### src/rtl/set_pkg.sv
// Shared types for the two-circle set-region counter: set-expression mode
// encodings and the scan controller state.
package set_pkg;

    typedef enum logic [1:0] {
        MODE_A   = 2'b00,
        MODE_AND = 2'b01,
        MODE_XOR = 2'b10,
        MODE_OR  = 2'b11
    } mode_t;

    typedef enum logic {
        IDLE = 1'b0,
        SCAN = 1'b1
    } state_t;

    function automatic int max_int(input int a, input int b);
        return (a > b) ? a : b;
    endfunction

endpackage : set_pkg

### src/rtl/set_point_test.sv
// Combinational point-in-circle test: (x-xc)^2 + (y-yc)^2 <= r^2, evaluated
// wide enough that neither side can overflow.
module set_point_test
    import set_pkg::*;
#(
    parameter int COORD_W = 4,
    parameter int RAD_W   = 4
) (
    input  logic [COORD_W-1:0] x,
    input  logic [COORD_W-1:0] y,
    input  logic [COORD_W-1:0] xc,
    input  logic [COORD_W-1:0] yc,
    input  logic [RAD_W-1:0]   r,
    output logic               hit
);

    localparam int TW = 2 * max_int(COORD_W, RAD_W) + 1;

    logic [COORD_W-1:0] dx;
    logic [COORD_W-1:0] dy;
    logic [TW-1:0]      dx_w;
    logic [TW-1:0]      dy_w;
    logic [TW-1:0]      r_w;
    logic [TW-1:0]      dist2;
    logic [TW-1:0]      rad2;

    assign dx    = (x >= xc) ? (x - xc) : (xc - x);
    assign dy    = (y >= yc) ? (y - yc) : (yc - y);
    assign dx_w  = TW'(dx);
    assign dy_w  = TW'(dy);
    assign r_w   = TW'(r);
    assign dist2 = dx_w * dx_w + dy_w * dy_w;
    assign rad2  = r_w * r_w;
    assign hit   = (dist2 <= rad2);

endmodule : set_point_test

### src/rtl/set_region_counter.sv
// Scans a GRID_N x GRID_N lattice one point per cycle and counts points in a
// set expression over circles A and B. Define SET_ABORT_EN to add the abort input.
module set_region_counter
    import set_pkg::*;
#(
    parameter int  COORD_W = 4,
    parameter int  RAD_W   = 4,
    parameter int  GRID_N  = 8,
    localparam int CNT_W   = $clog2(GRID_N * GRID_N + 1)
) (
    input  logic                 clk,
    input  logic                 rst,
    input  logic                 en,
    input  logic [4*COORD_W-1:0] central,
    input  logic [2*RAD_W-1:0]   radius,
    input  logic [1:0]           mode,
`ifdef SET_ABORT_EN
    input  logic                 abort,
`endif
    output logic                 busy,
    output logic                 valid,
    output logic [CNT_W-1:0]     candidate
);

    localparam logic [COORD_W-1:0] LAST  = COORD_W'(GRID_N);
    localparam logic [COORD_W-1:0] FIRST = COORD_W'(1);

    state_t             state;
    logic [COORD_W-1:0] x;
    logic [COORD_W-1:0] y;
    logic [COORD_W-1:0] xa_q;
    logic [COORD_W-1:0] ya_q;
    logic [COORD_W-1:0] xb_q;
    logic [COORD_W-1:0] yb_q;
    logic [RAD_W-1:0]   ra_q;
    logic [RAD_W-1:0]   rb_q;
    mode_t              mode_q;
    logic               hit_a;
    logic               hit_b;
    logic               hit;
    logic               abort_req;

`ifdef SET_ABORT_EN
    assign abort_req = abort;
`else
    assign abort_req = 1'b0;
`endif

    set_point_test #(.COORD_W(COORD_W), .RAD_W(RAD_W)) u_test_a (
        .x   (x),
        .y   (y),
        .xc  (xa_q),
        .yc  (ya_q),
        .r   (ra_q),
        .hit (hit_a)
    );

    set_point_test #(.COORD_W(COORD_W), .RAD_W(RAD_W)) u_test_b (
        .x   (x),
        .y   (y),
        .xc  (xb_q),
        .yc  (yb_q),
        .r   (rb_q),
        .hit (hit_b)
    );

    always_comb begin
        // NOTE: default first so every path assigns hit and no latch is inferred.
        hit = 1'b0;
        case (mode_q)
            MODE_A:   hit = hit_a;
            MODE_AND: hit = hit_a & hit_b;
            MODE_XOR: hit = hit_a ^ hit_b;
            MODE_OR:  hit = hit_a | hit_b;
            default:  hit = 1'b0;
        endcase
    end

    // NOTE: non-blocking assignments throughout so every register updates from pre-edge values.
    always_ff @(posedge clk or negedge rst) begin
        if (!rst) begin
            state     <= IDLE;
            busy      <= 1'b0;
            valid     <= 1'b0;
            candidate <= '0;
            x         <= FIRST;
            y         <= FIRST;
            xa_q      <= '0;
            ya_q      <= '0;
            xb_q      <= '0;
            yb_q      <= '0;
            ra_q      <= '0;
            rb_q      <= '0;
            mode_q    <= MODE_A;
        end else begin
            valid <= 1'b0;
            case (state)
                IDLE: begin
                    if (en) begin
                        xa_q      <= central[4*COORD_W-1 -: COORD_W];
                        ya_q      <= central[3*COORD_W-1 -: COORD_W];
                        xb_q      <= central[2*COORD_W-1 -: COORD_W];
                        yb_q      <= central[COORD_W-1:0];
                        ra_q      <= radius[2*RAD_W-1 -: RAD_W];
                        rb_q      <= radius[RAD_W-1:0];
                        mode_q    <= mode_t'(mode);
                        candidate <= '0;
                        busy      <= 1'b1;
                        x         <= FIRST;
                        y         <= FIRST;
                        state     <= SCAN;
                    end
                end
                SCAN: begin
                    if (abort_req) begin
                        // Abort wins over the last-point edge: no strobe, count discarded.
                        candidate <= '0;
                        busy      <= 1'b0;
                        x         <= FIRST;
                        y         <= FIRST;
                        state     <= IDLE;
                    end else begin
                        candidate <= candidate + CNT_W'(hit);
                        if (x == LAST) begin
                            x <= FIRST;
                            if (y == LAST) begin
                                y     <= FIRST;
                                busy  <= 1'b0;
                                valid <= 1'b1;
                                state <= IDLE;
                            end else begin
                                y <= y + FIRST;
                            end
                        end else begin
                            x <= x + FIRST;
                        end
                    end
                end
                default: state <= IDLE;
            endcase
        end
    end

endmodule : set_region_counter

### config.mk
export PLATFORM = sky130hd
export DESIGN_NAME = set_region_counter
export DESIGN_NICKNAME = d
export VERILOG_FILES = /design/src/rtl/set_pkg.sv /design/src/rtl/set_point_test.sv /design/src/rtl/set_region_counter.sv
export SDC_FILE = /design/constraint.sdc
export NUM_CORES = 1
export LEC_CHECK = 0
export CORE_ASPECT_RATIO = 1.5
export CORE_MARGIN = 1.5
export CORE_UTILIZATION = 52
export DETAILED_ROUTE_END_ITERATION = 6
export PLACE_DENSITY = 0.72
export SLEW_MARGIN = 15
export SYNTH_ARGS = -nofsm -noshare
export SYNTH_HDL_FRONTEND = slang
export SYNTH_SLANG_ARGS = --single-unit
### constraint.sdc
create_clock -name clk -period 18 [get_ports clk]
set_input_delay 2.7 -clock clk [delete_from_list [all_inputs] [get_ports clk]]
set_output_delay 2.7 -clock clk [all_outputs]
set_load 0.02 [all_outputs]
==> metrics, run 1 <==
largest net degree at the start of global routing 45; slowest stage delay, CP 0.50 ns; n_diodes 0; cell mode on critical path ha_1; area of the multi-input gates 3580 sq um; Cell Area, Synth 4990 sq um; Tcrit/Tclk final 0.395; deepest clock path buffer count 2; setup TNS 0 ns; CTS Sinks 44; Die H 123 um; Peak Freq 141 MHz; Pins Over Slew Limit 0; post-DR wirelength/cell approximately 15 um; TritonCTS clock tree yes; share of cells above drive strength 1 0.0345; DR pass1 iterations 4; cell type with the highest aggregate area in the netlist ha_1; Max Fanout on Critical Path 7; Least-Margin Pin Slew 1.03 ns; synth unique cells 48; die area 10200 sq um; Fin Clk Skew 0.00931 ns; outcome completed; register area share after synthesis 0.221; clock slew at reported path FFs 0.06 ns; post-route minimum period ~7.1 ns; initial antenna violation count 0; max_slew headroom 0.316; Total Wirelength approximately 11000 um; Worst Hold End mode_q[0]$_DFFE_PN0P_; r2r setup slk 10.90 ns; r2r endpoint candidate[6]$_DFFE_PN0P_; GRT Residual Overflow 0; site row count between 40 and 50; hold path depth 2; ys flop type dfrtp_1; hold-fix buffers at CTS 0; first-pass GRT wire length 19000 um; vias in the first global route 4358; Hold Startpoint mode_q[0]$_DFFE_PN0P_; commonest non-fill, non-tap cell in the layout ha_1; EDFF count, synth 0; Yosys top cell area share 0.215; FF-to-FF Start y[0]$_DFFE_PN1P_; top cells by area, synth ha_1 (22%), dfrtp_1 (21%), fa_1 (6.0%), inv_1 (5.6%), nand2_1 (5.0%); DRT iter0 DRCs 172; via density per instance 5.74; Avg Inst Size Synth approximately 8.3 sq um; Post-CTS Setup Inserts 0; Critical Path Slowest Stage Cell mux4_2; CTS buffer count 5; core area approximately 9300 sq um; Hold Slack 0.503 ns; Syn Nets 730; critical path required time 18.19 ns; Area Overhead vs Synth 13.3%; Max-Cap Viols 0; initial core utilization 0.536; Worst-Skew Late Latency about 0.29 ns; Buffers on Ports 37; RSZ-0062 raised after global routing no; CP Buf/Inv Count 3; register area roughly 1100 sq um; Die Wd 83.0 um; critical path arrival about 7.3 ns; DRC 0; Ports 38; R2R cell count 29; most frequent cells in the layout ha_1 (86), inv_1 (74), nand2_1 (67); CP Capture Type register; detailed-route via count 4308; nets@finish 767; Final ANT Viol Nets 0; Async SR Flop Fraction 1.00; Non-Filler Instances 750; Hold Path Class register to register; gr usage total 0.226; Setup-failing EPs final 0; cells after synthesis 600; Crit Path Class register to register; RePlAce Congestion 0.924; Root Buffer Master clkbuf_16; startpoint type of the worst setup path register; post-cts sizing count 0; filler cell count 833; HPWL Detailed approximately 9000 um; Top delay family on crit path adder cells; Synth Register Bits 44; CTS H-tree lvls 2; Ys Warns 0; DP Cell Count 742; final hold vios 0
-- per-stage QoR --
step	setup slack (ns)	instance area (sq um)	util
finish	10.90	5660	0.608
CTS	10.91	5660	0.608
floorplan	11.72	4990	-
global route	10.43	5660	0.608
detailed placement	11.00	5480	0.589
global placement	11.31	5480	0.589
-- final cells by class --
cell class | instances | share of cell area
multi-input cells | 474 | 0.634
flip-flops and latches | 44 | 0.195
repair buffers | 38 | 0.0659
inverters | 74 | 0.0491
well taps | 112 | 0.0248
clock buffers | 6 | 0.0246
clock inverters | 2 | 0.00686
-- worst max-delay path by stage --
stage | start | endpoint | cells past startpoint
after detailed placement | y[0]$_DFFE_PN1P_ | candidate[6]$_DFFE_PN0P_ | 29
after global routing | y[0]$_DFFE_PN1P_ | candidate[6]$_DFFE_PN0P_ | 29
after floorplan | y[0]$_DFFE_PN1P_ | candidate[6]$_DFFE_PN0P_ | 28
after global placement | y[0]$_DFFE_PN1P_ | candidate[6]$_DFFE_PN0P_ | 28
after CTS | x[0]$_DFFE_PN1P_ | candidate[6]$_DFFE_PN0P_ | 28
final | y[0]$_DFFE_PN1P_ | candidate[6]$_DFFE_PN0P_ | 29
-- Yosys cell counts, drive strengths merged, types with 9 or more instances --
library cell / instances
o21ai: 43
and2: 16
a21o: 15
nand3: 11
xor2: 9
nor2: 33
xnor2: 17
inv: 74
mux2i: 9
nand2: 67
ha: 86
nand2b: 13
nor2b: 11
a21oi: 47
fa: 15
dfrtp: 42
-- tightest hold or removal path: stages, from the launching register on --
cell and delay [ns]:
dfrtp_1 0.35, nand2_1 0.05, nand2_1 0.07
-- registers in the layout, summed over array words and instances (netlist names) --
| name | count |
|---|---|
| candidate | 7 |
| ra_q | 4 |
| rb_q | 4 |
| x | 4 |
| xa_q | 4 |
| xb_q | 4 |
| y | 4 |
| ya_q | 4 |
| yb_q | 4 |
| mode_q | 2 |
| busy | 1 |
| state | 1 |
| valid | 1 |
-- cell families after synthesis --
logic type,share of synthesized area
xor+xnor,0.0456
mux,0.0226
compound gates,0.195
flops,0.221
buf+inv,0.0616
simple gates,0.178
fa+ha+maj,0.276
-- layer usage --
metal	up-vias	global-route usage	wire length, um
li1	2153	-	-
met1	2040	0.253	4540
met2	97	0.442	6040
met3	18	0.0280	419
met4	0	0.0719	201
met5	-	0	0
Power of run 1 is left out: the tool's default activity adds up to more than one toggle a clock period on the data nets, which glitch-free logic cannot reach.
==> inputs of run 2 (changes only) <==
Settings changed: PLACE_DENSITY 0.72 to 0.75.
Clock period 18 ns to 5.99 ns, I/O delays scaled along.
==> metrics, run 2 (same netlist as run 1, synthesis figures left out) <==
first-pass GRT wire length 23900 um; DRC 0; most frequent cells in the layout buf_4 (124), ha_1 (71), nand2_1 (67); DR pass1 iterations 5; die area approximately 10000 sq um; Crit Path Class register to register; Fin Clk Skew 0.00494 ns; r2r endpoint candidate[6]$_DFFE_PN0P_; nets@finish 895; core area 9310 sq um; filler cell count 614; max reg flops 7; Pins Over Slew Limit 0; Worst-Skew Late Latency 0.29 ns; CTS H-tree lvls 2; Area Overhead vs Synth 41.4%; initial core utilization 0.536; r2r setup slk -0.44 ns; critical path arrival 6.63 ns; Setup-failing EPs final 7; Hold Path Class register to register; failing checks negative setup slack; Tcrit/Tclk final 1.07; DRT iter0 DRCs 269; deepest clock path buffer count 2; outcome complete, but fails checks; FF-to-FF Start y[0]$_DFFE_PN1P_; Least-Margin Pin Slew 0.879 ns; worst slack, placed -0.454 ns; commonest non-fill, non-tap cell in the layout buf_4; clock slew at reported path FFs 0.07 ns; max_slew headroom 0.412; final cell area excluding filler cells 7060 sq um; Ports 38; post-route minimum period 6.43 ns; Peak Freq 155 MHz; largest net degree at the start of global routing 45; critical path required time 6.19 ns; Die Wd 83.0 um; CP Capture Type register; n_diodes 0; Total Wirelength 15100 um; Max-Cap Viols 0; cell mode on critical path ha_4; CP Buf/Inv Count 5; RePlAce Congestion 0.854; Hold Slack 0.508 ns; setup TNS -2.23 ns; register area 1100 sq um; PnR worst setup slack -0.442 ns; HPWL Detailed just over 10000 um; Critical Path Slowest Stage Cell dfstp_2; share of cells above drive strength 1 0.296; area of the multi-input gates 4030 sq um; Top reg by flops candidate; Cell Area, Placed roughly 6300 sq um; Final ANT Viol Nets 0; gr usage total 0.286; initial antenna violation count 0; vias in the first global route 5265; Top delay family on crit path adder cells; CP Launch Point y[0]$_DFFE_PN1P_; Root Buffer Master clkbuf_16; CTS Sinks 44; startpoint type of the worst setup path register; Max Fanout on Critical Path 4; slowest stage delay, CP roughly 0.57 ns; Buffers on Ports 37; RSZ-0062 raised after global routing yes; CTS buffer count 5; GRT Residual Overflow 0; via density per instance about 5.8; final hold vios 0; Die H about 120 um; post-DR wirelength/cell ~17 um; CP Depth 30; crit path capture candidate[6]$_DFFE_PN0P_; TritonCTS clock tree yes; R2R cell count 30; site row count 43; detailed-route via count 5083
run 2: cell count changes in the layout (fill, tap and decap cells not counted), moves of 9 or more:
cell / change
inv_1: -10
ha_4: +14
a21oi_2: +16
buf_4: +123
a21oi_1: -19
o21ai_0: -9
ha_1: -15
run 2: per-layer routing:
metal | vias to the layer above | routed length [um] | global-route usage
met4 | 0 | 812 | 0.126
li1 | 2411 | - | -
met2 | 174 | 8210 | 0.558
met3 | 68 | 559 | 0.0367
met1 | 2430 | 5560 | 0.305
met5 | - | 0 | 0
run 2: stage by stage:
step,util,cells
5_1_grt,0.759,878
3_5_place_dp,0.676,846
3_3_place_gp,0.676,846
6_report,0.759,878
4_1_cts,0.732,868
2_1_floorplan,-,600
run 2: worst min-delay path by stage:
| stage | start | end | slack [ns] | cells after the start |
|---|---|---|---|---|
| global route | candidate[6]$_DFFE_PN0P_ | candidate[6]$_DFFE_PN0P_ | 0.55 | 1 |
| floorplan | mode_q[0]$_DFFE_PN0P_ | mode_q[0]$_DFFE_PN0P_ | 0.45 | 2 |
| detailed placement | mode_q[0]$_DFFE_PN0P_ | mode_q[0]$_DFFE_PN0P_ | 0.48 | 2 |
| global placement | mode_q[0]$_DFFE_PN0P_ | mode_q[0]$_DFFE_PN0P_ | 0.48 | 2 |
| finish | mode_q[0]$_DFFE_PN0P_ | mode_q[0]$_DFFE_PN0P_ | 0.51 | 2 |
| CTS | mode_q[0]$_DFFE_PN0P_ | mode_q[0]$_DFFE_PN0P_ | 0.51 | 2 |
run 2: area by class of cell:
| class | instances | share of cell area |
|---|---|---|
| multi-input combinational | 474 | 0.570 |
| inverter | 74 | 0.0400 |
| tap | 112 | 0.0198 |
| clock inverter | 2 | 0.00230 |
| timing repair buffer | 166 | 0.193 |
| clock buffer | 6 | 0.0183 |
| sequential | 44 | 0.156 |
run 2: timing repair:
| action | 4_1_cts | 5_1_grt |
|---|---|---|
| hold buffers | 0 | 0 |
| endpoints found under the setup margin | 7 | 7 |
| buffers inserted | 14 | 9 |
| pin swaps | 41 | 26 |
| resized for setup | 57 | 35 |
run 2: worst reg2reg max path: cells and delay by family, from the launching register on:
family | cells | cell delay (ns)
buf+inv | 5 | 0.46
fa+ha+maj | 8 | 2.00
flops | 1 | 0.57
xor+xnor | 2 | 0.33
mux | 2 | 0.72
compound gates | 8 | 1.61
simple gates | 5 | 0.68
Power of run 2 is left out for the same reason.
